## src/rtl/tdm_demux4.sv

```systemverilog
// Receive end of a 4:1 TDM link: splits a strobed slot stream into four
// parallel channels, locking on a slot-0 sync marker and flagging framing errors.
module tdm_demux4 #(
  parameter int W = 1
) (
  input  logic         clk,
  input  logic         rst,
  input  logic         en,
  input  logic [W-1:0] din,
  input  logic         sync,
  output logic [W-1:0] q0,
  output logic [W-1:0] q1,
  output logic [W-1:0] q2,
  output logic [W-1:0] q3,
  output logic [1:0]   slot,
  output logic         locked,
  output logic         frame_valid,
  output logic         sync_err
);

  typedef enum logic {
    S_HUNT   = 1'b0,
    S_LOCKED = 1'b1
  } state_t;

  state_t            r_state;
  state_t            w_state_nxt;
  logic [1:0]        r_slot;
  logic [1:0]        w_slot_nxt;
  // Only slots 0..2 need holding; slot 3 goes straight from din to q3.
  logic [2:0][W-1:0] r_shadow;
  logic [2:0][W-1:0] w_shadow_nxt;
  logic [3:0][W-1:0] r_q;
  logic [3:0][W-1:0] w_q_nxt;
  logic              r_frame_valid;
  logic              w_frame_valid_nxt;
  logic              r_sync_err;
  logic              w_sync_err_nxt;

  always_ff @(posedge clk or posedge rst) begin
    if (rst) begin
      r_state       <= S_HUNT;
      r_slot        <= 2'd0;
      r_shadow      <= '0;
      r_q           <= '0;
      r_frame_valid <= 1'b0;
      r_sync_err    <= 1'b0;
    end else begin
      r_state       <= w_state_nxt;
      r_slot        <= w_slot_nxt;
      r_shadow      <= w_shadow_nxt;
      r_q           <= w_q_nxt;
      r_frame_valid <= w_frame_valid_nxt;
      r_sync_err    <= w_sync_err_nxt;
    end
  end

  // en is a plain strobe, not a handshake: each en=1 edge consumes exactly
  // one slot of din/sync and there is no backpressure toward the sender.
  always_comb begin
    w_state_nxt       = r_state;
    w_slot_nxt        = r_slot;
    w_shadow_nxt      = r_shadow;
    w_q_nxt           = r_q;
    w_frame_valid_nxt = 1'b0;
    w_sync_err_nxt    = r_sync_err;
    if (en) begin
      unique case (r_state)
        S_HUNT: begin
          if (sync) begin
            w_shadow_nxt[0] = din;
            w_slot_nxt      = 2'd1;
            w_state_nxt     = S_LOCKED;
          end
        end
        S_LOCKED: begin
          if (sync) begin
            // Early sync restarts the frame; the partial one is simply overwritten.
            if (r_slot != 2'd0) w_sync_err_nxt = 1'b1;
            w_shadow_nxt[0] = din;
            w_slot_nxt      = 2'd1;
          end else if (r_slot == 2'd0) begin
            w_sync_err_nxt = 1'b1;
            w_slot_nxt     = 2'd0;
            w_state_nxt    = S_HUNT;
          end else if (r_slot == 2'd3) begin
            w_q_nxt           = {din, r_shadow[2], r_shadow[1], r_shadow[0]};
            w_frame_valid_nxt = 1'b1;
            w_slot_nxt        = 2'd0;
          end else begin
            w_shadow_nxt[r_slot] = din;
            w_slot_nxt           = r_slot + 2'd1;
          end
        end
        default: w_state_nxt = S_HUNT;
      endcase
    end
  end

  assign q0          = r_q[0];
  assign q1          = r_q[1];
  assign q2          = r_q[2];
  assign q3          = r_q[3];
  assign slot        = r_slot;
  assign locked      = (r_state == S_LOCKED);
  assign frame_valid = r_frame_valid;
  assign sync_err    = r_sync_err;

endmodule

```

## config.mk

```make
export PLATFORM = sky130hd
export DESIGN_NAME = tdm_demux4
export DESIGN_NICKNAME = d
export VERILOG_FILES = /design/src/rtl/tdm_demux4.sv
export SDC_FILE = /design/constraint.sdc
export NUM_CORES = 1
export LEC_CHECK = 0
export CAP_MARGIN = 5
export CORE_MARGIN = 3
export CORE_UTILIZATION = 40
export DETAILED_ROUTE_END_ITERATION = 6
export GPL_TIMING_DRIVEN = 0
export PLACE_DENSITY = 0.7
export SETUP_SLACK_MARGIN = 0.05
export SLEW_MARGIN = 10
export SYNTH_ARGS = -nofsm -noshare
export SYNTH_HDL_FRONTEND = slang
export SYNTH_SLANG_ARGS = --single-unit
```

## constraint.sdc

```tcl
create_clock -name clk -period 2 [get_ports clk]
set_input_delay 0.4 -clock clk [delete_from_list [all_inputs] [get_ports clk]]
set_output_delay 0.4 -clock clk [all_outputs]
set_load 0.005 [all_outputs]
```

==> flow_summary.toml, run 1 <==
[outcome]
outcome = "finished, final reports clean"

[floorplan]
initial_utilization_pct = 43.81
dieWidth_um = 44.22
io_pins = 14
core_area_um2 = 1334
die_y_um = 44.22
rows = 13
fp.dieArea_um2 = 1955

[global_route]
globalRouteMet1Util_pct = 18.09
grt_max_degree = 13
met3_usage_pct = 3.659
grt_pass1_wl_um = 1725
busiest_layer = "met1"
grt.met2_usage_pct = 15.99
grtUsageTotal_pct = 12.39
antenna_found_initial = 0
grt_pass1_vias = 377
overflow = 0

[worst_setup_path]
cp.depth = 1
cp-start-kind = "register"
worst-path-max-fanout = 7
critical-path-top-delay-family = "buffers and inverters"
crit_buf_inv = 1
reg2regPathDepth = 6
slowest_stage = "clkdlybuf4s50_1"
worstPathCellList = "clkdlybuf4s50_1"
critPathLaunch = "slot[1]"
r2r-end = "q1"
setup.worst_path.end = "slot[1]"
reg2reg_from = "slot[0]"
end_kind = "primary output"
critPathMaxStageDelay_ns = 0.55
worst-r2r-setup-slack_ns = 0.35
cp.arrival_ns = 1.30
path_class = "register to primary output"
cp.required_ns = 1.60

[power_and_ir_drop]
power_leakage_nw = 0.3778
p_switching_mw = 0.2560
p_clk_share_pct = 21.4
seq_power_share_pct = 44.5
ir_drop_v = 0.0004550
combPwrFrac_pct = 34.1
pwr_density_cell_nw_per_um2 = 1144
sw_frac_of_total_pct = 29.08
p_int_mw = 0.6241

[cells_and_area]
layout.nets = 79
seqCellArea_um2 = 300.3
final_common_cell = "clkdlybuf4s50_1"
drive_gt1_share_pct = 15.38
antenna_cells = 0
fillers = 116
area_growth_pct = 31.69
mostFrequentLayoutCells = "13 x clkdlybuf4s50_1, 12 x dfrtp_1, 8 x ha_1"
multi_input_area_um2 = 265.3
fin_cells = 80

[sta]
setup_tns_ns = 0
hold_violations = 0
finalSetupViolations = 0
rsz0062_at_grt = "false"
clock_skew_ns = 0.002804
slew_viol_final = 0
slew-limit-headroom_pct = 70.73
tightest_slew_ns = 0.4386
finalCriticalPeriod_ns = 1.697
finalCritPeriodShare_pct = 84.86
clock.fmax_mhz = 589.2

[synthesis]
synth_warnings = 0
synth.yosys.seq_area_share_pct = 51.39
syn_area_um2 = 584.3
synth_top_cells_by_area = "dfrtp_1 51%, ha_1 17%, mux2_2 9.6%, nand2_1 4.5%, mux2_1 3.9%"
synth_top_area_share_pct = 51.39
synth_seq_cells = 12
syn_inst = 48
yosys.area.top_type = "dfrtp_1"
ys_types = 15
syn_nets = 61
avgSynthCellArea_um2 = 12.17

[clock_network]
path_clk_slew_ns = 0.07
hold_buffers = 0
clock_sinks = 12
numCtsBuffers = 3
clk_latency_ns = 0.27
cts_max_level = 1
cts-root-to-sink-buffers = 2
cts_tree = "built"
post_cts_resized = 0
cts_setup_buffers = 0
root_buffer = "clkbuf_4"

[routing]
drt_first_iter_violations = 0
drc = 0
drt_wl_total_um = 955
drt-pass1-iter-count = 1
vias = 391
ant_nets = 0
via_per_inst = 4.888
wire_per_inst_um = 11.94

[placed_design]
dp_cells = 76
hpwl_um = 729.4
globalplace.congestion = 0.7772
io_buffers = 13

[run]
drv_cap = 0

[hold_path]
hold_class = "primary input to asynchronous set/reset pin"
[routing by layer]
layer,part of all wire [%],up-vias
met5,0,-
met4,1.6,0
met3,3.5,2
met2,47,8
met1,48,181
li1,-,200
[how the worst min path moves through the flow]
stage | startpoint | end | slack, ns
detailed placement | sync_err | sync_err | 0.47
CTS | rst | q3 | 0.44
global placement | sync_err | sync_err | 0.45
floorplan | rst | frame_valid | 0.26
global route | rst | r_shadow[0] | 0.48
finish | rst | r_shadow[0] | 0.42
[area by class of cell]
type | count | share of cell area (%)
flip-flops and latches | 12 | 39.02
multi-input cells | 31 | 34.47
repair buffers | 13 | 16.91
clock buffers | 4 | 4.715
inverters | 5 | 2.439
well taps | 15 | 2.439
[registers in the layout, indices dropped and copies added, names as in the netlist]
| name | count |
|---|---|
| frame_valid | 1 |
| q3 | 1 |
| r_shadow | 3 |
| slot | 2 |
| q1 | 1 |
| q0 | 1 |
| q2 | 1 |
| locked | 1 |
| sync_err | 1 |
[cells by family (layout without fill, tap and decap cells)]
kind of cell	after synthesis	after routing	share of synthesized area, %
flops	12	12	51.39
simple gates	11	11	9.209
fa+ha+maj	8	8	17.13
mux	7	7	13.49
compound gates	5	5	5.567
buf+inv	5	22	3.212
[stage by stage]
| step | power [mW] | setup WS (ns) | util, % | area (um2) | hold WS (ns) |
|---|---|---|---|---|---|
| after floorplan | 0.5298 | 0.4831 | - | 584.3 | 0.2647 |
| after global placement | 0.6952 | 0.07869 | 54.97 | 733.2 | 0.4532 |
| after detailed placement | 0.7032 | 0.09142 | 54.97 | 733.2 | 0.4746 |
| after CTS | 0.8918 | 0.2936 | 57.69 | 769.5 | 0.4429 |
| after global routing | 0.9504 | 0.1761 | 57.69 | 769.5 | 0.4804 |
| final | 0.8801 | 0.3027 | 57.69 | 769.5 | 0.4248 |
[cells in the mapped netlist]
master   instances
a21o_1           1
a21oi_1          1
a31o_2           1
and4b_1          1
dfrtp_1         12
ha_1             8
inv_1            5
mux2_1           2
mux2_2           5
nand2_1          7
nand4_1          1
nor2_1           1
nor3b_1          1
o21ai_0          1
o22ai_1          1
[power groups by stage]
| stage | clock, mW | combinational [mW] | sequential, mW |
|---|---|---|---|
| after floorplan | 0 | 0.139 | 0.390 |
| after global placement | 0 | 0.298 | 0.397 |
| after detailed placement | 0 | 0.302 | 0.401 |
| after CTS | 0.190 | 0.305 | 0.396 |
| after global routing | 0.206 | 0.334 | 0.411 |
| final | 0.188 | 0.300 | 0.392 |
Power figures use the tool's default switching activity.
==> inputs of run 2 (changes only) <==
--- a/config.mk
+++ b/config.mk
@@ -10,7 +10,7 @@
 export CORE_UTILIZATION = 40
 export DETAILED_ROUTE_END_ITERATION = 6
 export GPL_TIMING_DRIVEN = 0
-export PLACE_DENSITY = 0.7
+export PLACE_DENSITY = 0.72
 export SETUP_SLACK_MARGIN = 0.05
 export SLEW_MARGIN = 10
 export SYNTH_ARGS = -nofsm -noshare
==> constraint.sdc (replaced) <==
create_clock -name clk -period 1.4 [get_ports clk]
set_input_delay 0.28 -clock clk [delete_from_list [all_inputs] [get_ports clk]]
set_output_delay 0.28 -clock clk [all_outputs]
set_load 0.005 [all_outputs]
==> run 2 against run 1 <==
The flow now finishes with violations (setup timing). Wire length up 35%. Total power up 71%. Clock power up 50%. Final cell count up 15%. Utilization up 11 points. Worst hold slack worse by 0.10 ns.
==> flow_summary.toml, run 2 (synthesis gave the netlist of run 1 again) <==
[outcome]
outcome = "complete, but fails checks"
violations = "setup timing"

[floorplan]
initial_utilization_pct = 43.81
dieWidth_um = 44.22
rows = 13
die_y_um = 44.22
core_area_um2 = 1334
fp.dieArea_um2 = 1955
io_pins = 14

[clock_network]
clk_latency_ns = 0.28
cts_max_level = 1
numCtsBuffers = 3
cts-root-to-sink-buffers = 2
cts_tree = "built"
hold_buffers = 0
path_clk_slew_ns = 0.08
root_buffer = "clkbuf_4"
clock_sinks = 12

[placed_design]
io_buffers = 13
hpwl_um = 749.9
dp_slack_ns = -0.4403
globalplace.congestion = 0.7773

[power_and_ir_drop]
p_clk_share_pct = 18.7
power_mw = 1.508
p_int_mw = 1.041
power_leakage_nw = 0.4805
sw_frac_of_total_pct = 30.97
ir_drop_v = 0.0009329
pwr_density_cell_nw_per_um2 = 1653
seq_power_share_pct = 36.8
p_switching_mw = 0.4670
combPwrFrac_pct = 44.6

[routing]
wire_per_inst_um = 14.00
drc = 0
drt_wl_total_um = 1288
via_per_inst = 5.022
vias = 462
drt_first_iter_violations = 2
ant_nets = 0
drt-pass1-iter-count = 4

[sta]
finalSetupViolations = 6
finalCriticalPeriod_ns = 1.475
finalCritPeriodShare_pct = 105.4
slew_viol_final = 0
clock.fmax_mhz = 677.9
worst_slack_ns = -0.07509
setup_tns_ns = -0.4047
clock_skew_ns = 0.003747
slew-limit-headroom_pct = 68.73
tightest_slew_ns = 0.4685
rsz0062_at_grt = "true"
hold_violations = 0

[worst_setup_path]
worstPathCellList = "inv_4, ha_1, and4b_1, nand2_1, mux2_4"
cp-start-kind = "register"
critPathMaxStageDelay_ns = 0.42
worst-path-max-fanout = 4
crit_buf_inv = 1
reg2reg_from = "slot[1]"
reg2regPathDepth = 5
cp.required_ns = 1.57
cp.arrival_ns = 1.64
path_class = "register to register"
r2r-end = "r_shadow[2]"
slowest_stage = "dfrtp_2"
critPathLaunch = "slot[1]"
critical-path-top-delay-family = "flip-flops"
end_kind = "register"
worst-r2r-setup-slack_ns = -0.08

[run]
drv_cap = 0

[cells_and_area]
area_growth_pct = 56.10
largest_reg_flops = 3
seqCellArea_um2 = 304.0
fillers = 117
final_common_cell = "buf_4"
top_register = "r_shadow"
drive_gt1_share_pct = 41.56
antenna_cells = 0
mostFrequentLayoutCells = "10 x buf_4, 9 x dfrtp_1, 9 x dlygate4sd2_1"
multi_input_area_um2 = 312.8
layout.nets = 91

[global_route]
antenna_found_initial = 0
grt_pass1_vias = 488
grt_max_degree = 13
overflow = 0
grtUsageTotal_pct = 15.68
grt_pass1_wl_um = 2235

[hold_path]
hold_class = "primary input to asynchronous set/reset pin"
[run 2: cell type report]
cell class	count	share of cell area, %
multi-input combinational	31	34.29
clock buffer	4	3.978
tap	15	2.058
sequential	12	33.33
inverter	5	2.606
timing repair buffer	25	23.73
[run 2: worst max-delay path by stage]
stage          depth (start not counted)          end  slack, ns
6_report                               5  r_shadow[2]      -0.08
5_1_grt                                7           q1      -0.13
4_1_cts                                5  r_shadow[1]      -0.06
3_5_place_dp                           5           q2      -0.44
3_3_place_gp                           5           q3      -0.40
2_1_floorplan                          6           q0      -0.07
[run 2: stage by stage]
step / hold slack (ns) / utilization [%] / cells / instance area [um2]
6_report: 0.3252 / 68.39 / 92 / 912.1
5_1_grt: 0.3630 / 68.39 / 92 / 912.1
4_1_cts: 0.3407 / 66.89 / 90 / 892.1
3_5_place_dp: 0.4587 / 55.72 / 76 / 743.2
3_3_place_gp: 0.4617 / 55.72 / 76 / 743.2
2_1_floorplan: 0.1446 / - / 48 / 594.3
[run 2: power groups by stage]
stage                     registers [mW]  clock network [mW]  logic (mW)
after CTS                          0.551               0.284       0.627
after global routing               0.571               0.300       0.743
after global placement             0.576                   0       0.448
after detailed placement           0.581                   0       0.453
final                              0.554               0.282       0.672
after floorplan                    0.567                   0       0.223
[run 2: per-layer routing]
metal	vias up	share of wire, %	track usage, %
li1	219	-	-
met1	222	45	18.99
met2	17	49	27.03
met3	4	4.6	1.220
met4	0	2.1	9.036
met5	-	0	0
[run 2: what timing repair did]
action	4_1_cts	5_1_grt
endpoints found under the setup margin	16	6
buffers inserted	10	2
pin swaps	3	1
gates resized for setup	23	2
==> inputs of run 3 (changes only) <==
--- a/config.mk
+++ b/config.mk
@@ -9,7 +9,7 @@
 export CORE_MARGIN = 3
 export CORE_UTILIZATION = 40
 export DETAILED_ROUTE_END_ITERATION = 6
-export GPL_TIMING_DRIVEN = 0
+export GPL_TIMING_DRIVEN = 1
 export PLACE_DENSITY = 0.72
 export SETUP_SLACK_MARGIN = 0.05
 export SLEW_MARGIN = 10
==> run 3 against run 2 <==
Fmax grew 1.9%. Die area unchanged. Register-to-register slack improved by 0.03 ns. Largest cell class unchanged. Global-route usage rose by 1.2 points. The flow still finishes with violations (setup timing).
==> flow_summary.toml, run 3 (synthesis gave the netlist of run 1 again) <==
[routing]
drc = 0
drt-pass1-iter-count = 3
vias = 465
ant_nets = 0
drt_first_iter_violations = 6
via_per_inst = 4.947
drt_wl_total_um = 1317
wire_per_inst_um = 14.01

[clock_network]
numCtsBuffers = 3
clock_sinks = 12
cts_tree = "built"
cts_max_level = 1
clk_latency_ns = 0.26
cts-root-to-sink-buffers = 2
root_buffer = "clkbuf_4"
path_clk_slew_ns = 0.07

[sta]
finalCritPeriodShare_pct = 103.4
slew-limit-headroom_pct = 70.77
rsz0062_at_grt = "true"
finalSetupViolations = 6
hold_violations = 0
finalCriticalPeriod_ns = 1.447
worst_slack_ns = -0.04726
slew_viol_final = 0
setup_tns_ns = -0.2473
clock.fmax_mhz = 691.0
clock_skew_ns = 0.003106
tightest_slew_ns = 0.4380

[worst_setup_path]
worst-r2r-setup-slack_ns = -0.05
cp.required_ns = 1.55
cp-start-kind = "register"
r2r-end = "q2"
path_class = "register to register"
end_kind = "register"
reg2reg_from = "slot[0]"
worst-path-max-fanout = 4
critPathLaunch = "slot[0]"
setup.worst_path.end = "q2"
cp.arrival_ns = 1.60
reg2regPathDepth = 7

[global_route]
grt_max_degree = 13
antenna_found_initial = 0
grtUsageTotal_pct = 16.88
grt_pass1_wl_um = 2256
overflow = 0
grt_pass1_vias = 489

[cells_and_area]
area_growth_pct = 61.46
final_common_cell = "buf_4"
fillers = 90
layout.nets = 94
largest_reg_flops = 3
antenna_cells = 0
drive_gt1_share_pct = 46.84
mostFrequentLayoutCells = "12 x buf_4, 10 x dfrtp_1, 8 x dlygate4sd2_1"
top_register = "r_shadow"
fin_cells = 94

[power_and_ir_drop]
pwr_density_cell_nw_per_um2 = 1589
p_switching_mw = 0.4698
combPwrFrac_pct = 50.3
sw_frac_of_total_pct = 31.35
power_leakage_nw = 0.4882
power_mw = 1.499
seq_power_share_pct = 36.3
p_clk_share_pct = 13.3
p_int_mw = 1.029
ir_drop_v = 0.0008578

[placed_design]
io_buffers = 13
globalplace.congestion = 0.8471
hpwl_um = 881.5
dp_cells = 85

[run]
drv_cap = 0

[floorplan]
core_area_um2 = 1334
initial_utilization_pct = 43.81
rows = 13
fp.dieArea_um2 = 1955
die_y_um = 44.22
dieWidth_um = 44.22
io_pins = 14

[outcome]
outcome = "complete, but fails checks"
violations = "setup timing"

[hold_path]
hold_class = "primary input to asynchronous set/reset pin"
## run 3: through the flow
stage | hold WS (ns) | setup slack (ns) | util, % | cell area, um2
2_1_floorplan | 0.1446 | -0.06928 | - | 594.3
3_3_place_gp | 0.4520 | -0.2648 | 60.79 | 810.8
3_5_place_dp | 0.4576 | -0.2771 | 60.79 | 810.8
4_1_cts | 0.3267 | -0.03463 | 71.01 | 947.2
5_1_grt | 0.3414 | -0.09162 | 70.73 | 943.4
6_report | 0.3136 | -0.04726 | 70.73 | 943.4
## run 3: area by class of cell
cell class | instances | area [um2] | share of cell area (%)
Multi-Input combinational cell | 31 | 331.6 | 35.15
Sequential cell | 12 | 302.8 | 32.10
Timing Repair Buffer | 28 | 244.0 | 25.86
Tap cell | 15 | 18.77 | 1.989
Clock buffer | 3 | 22.52 | 2.387
Inverter | 5 | 23.77 | 2.520
## run 3: power groups by stage
stage	logic (mW)	registers (mW)	clock network [mW]
finish	0.755	0.544	0.200
global placement	0.584	0.545	0
CTS	0.746	0.541	0.208
floorplan	0.223	0.567	0
global route	0.838	0.556	0.228
detailed placement	0.586	0.549	0
## run 3: worst min path at each step
stage                        endpoint  depth (start not counted)      from
final                     frame_valid                          2       rst
after detailed placement     sync_err                          1  sync_err
after floorplan           frame_valid                          1       rst
after CTS                 frame_valid                          2       rst
after global routing      r_shadow[0]                          2       rst
after global placement       sync_err                          1  sync_err
## run 3: what timing repair did
item                       4_1_cts  5_1_grt
pin swaps                        4        1
hold buffers                     0        0
setup buffers                    7        0
gates resized for setup         26        3
hold endpoints to repair         0        0
setup endpoints to repair       15        8
## run 3: metal layers
| metal | GRT usage (%) | routed length [um] | part of all wire, % | up-vias |
|---|---|---|---|---|
| met2 | 27.33 | 661 | 50 | 11 |
| li1 | - | - | - | 224 |
| met3 | 4.878 | 42 | 3.2 | 4 |
| met5 | 0 | 0 | 0 | - |
| met4 | 10.84 | 34 | 2.6 | 0 |
| met1 | 19.29 | 580 | 44 | 226 |
## run 3: critical path, cell delays in order (launching register included)
cell and delay (ns):
dfrtp_2 0.43, inv_4 0.09, ha_4 0.13, inv_2 0.04
ha_4 0.14, nand4_1 0.08, buf_6 0.13, mux2_4 0.29
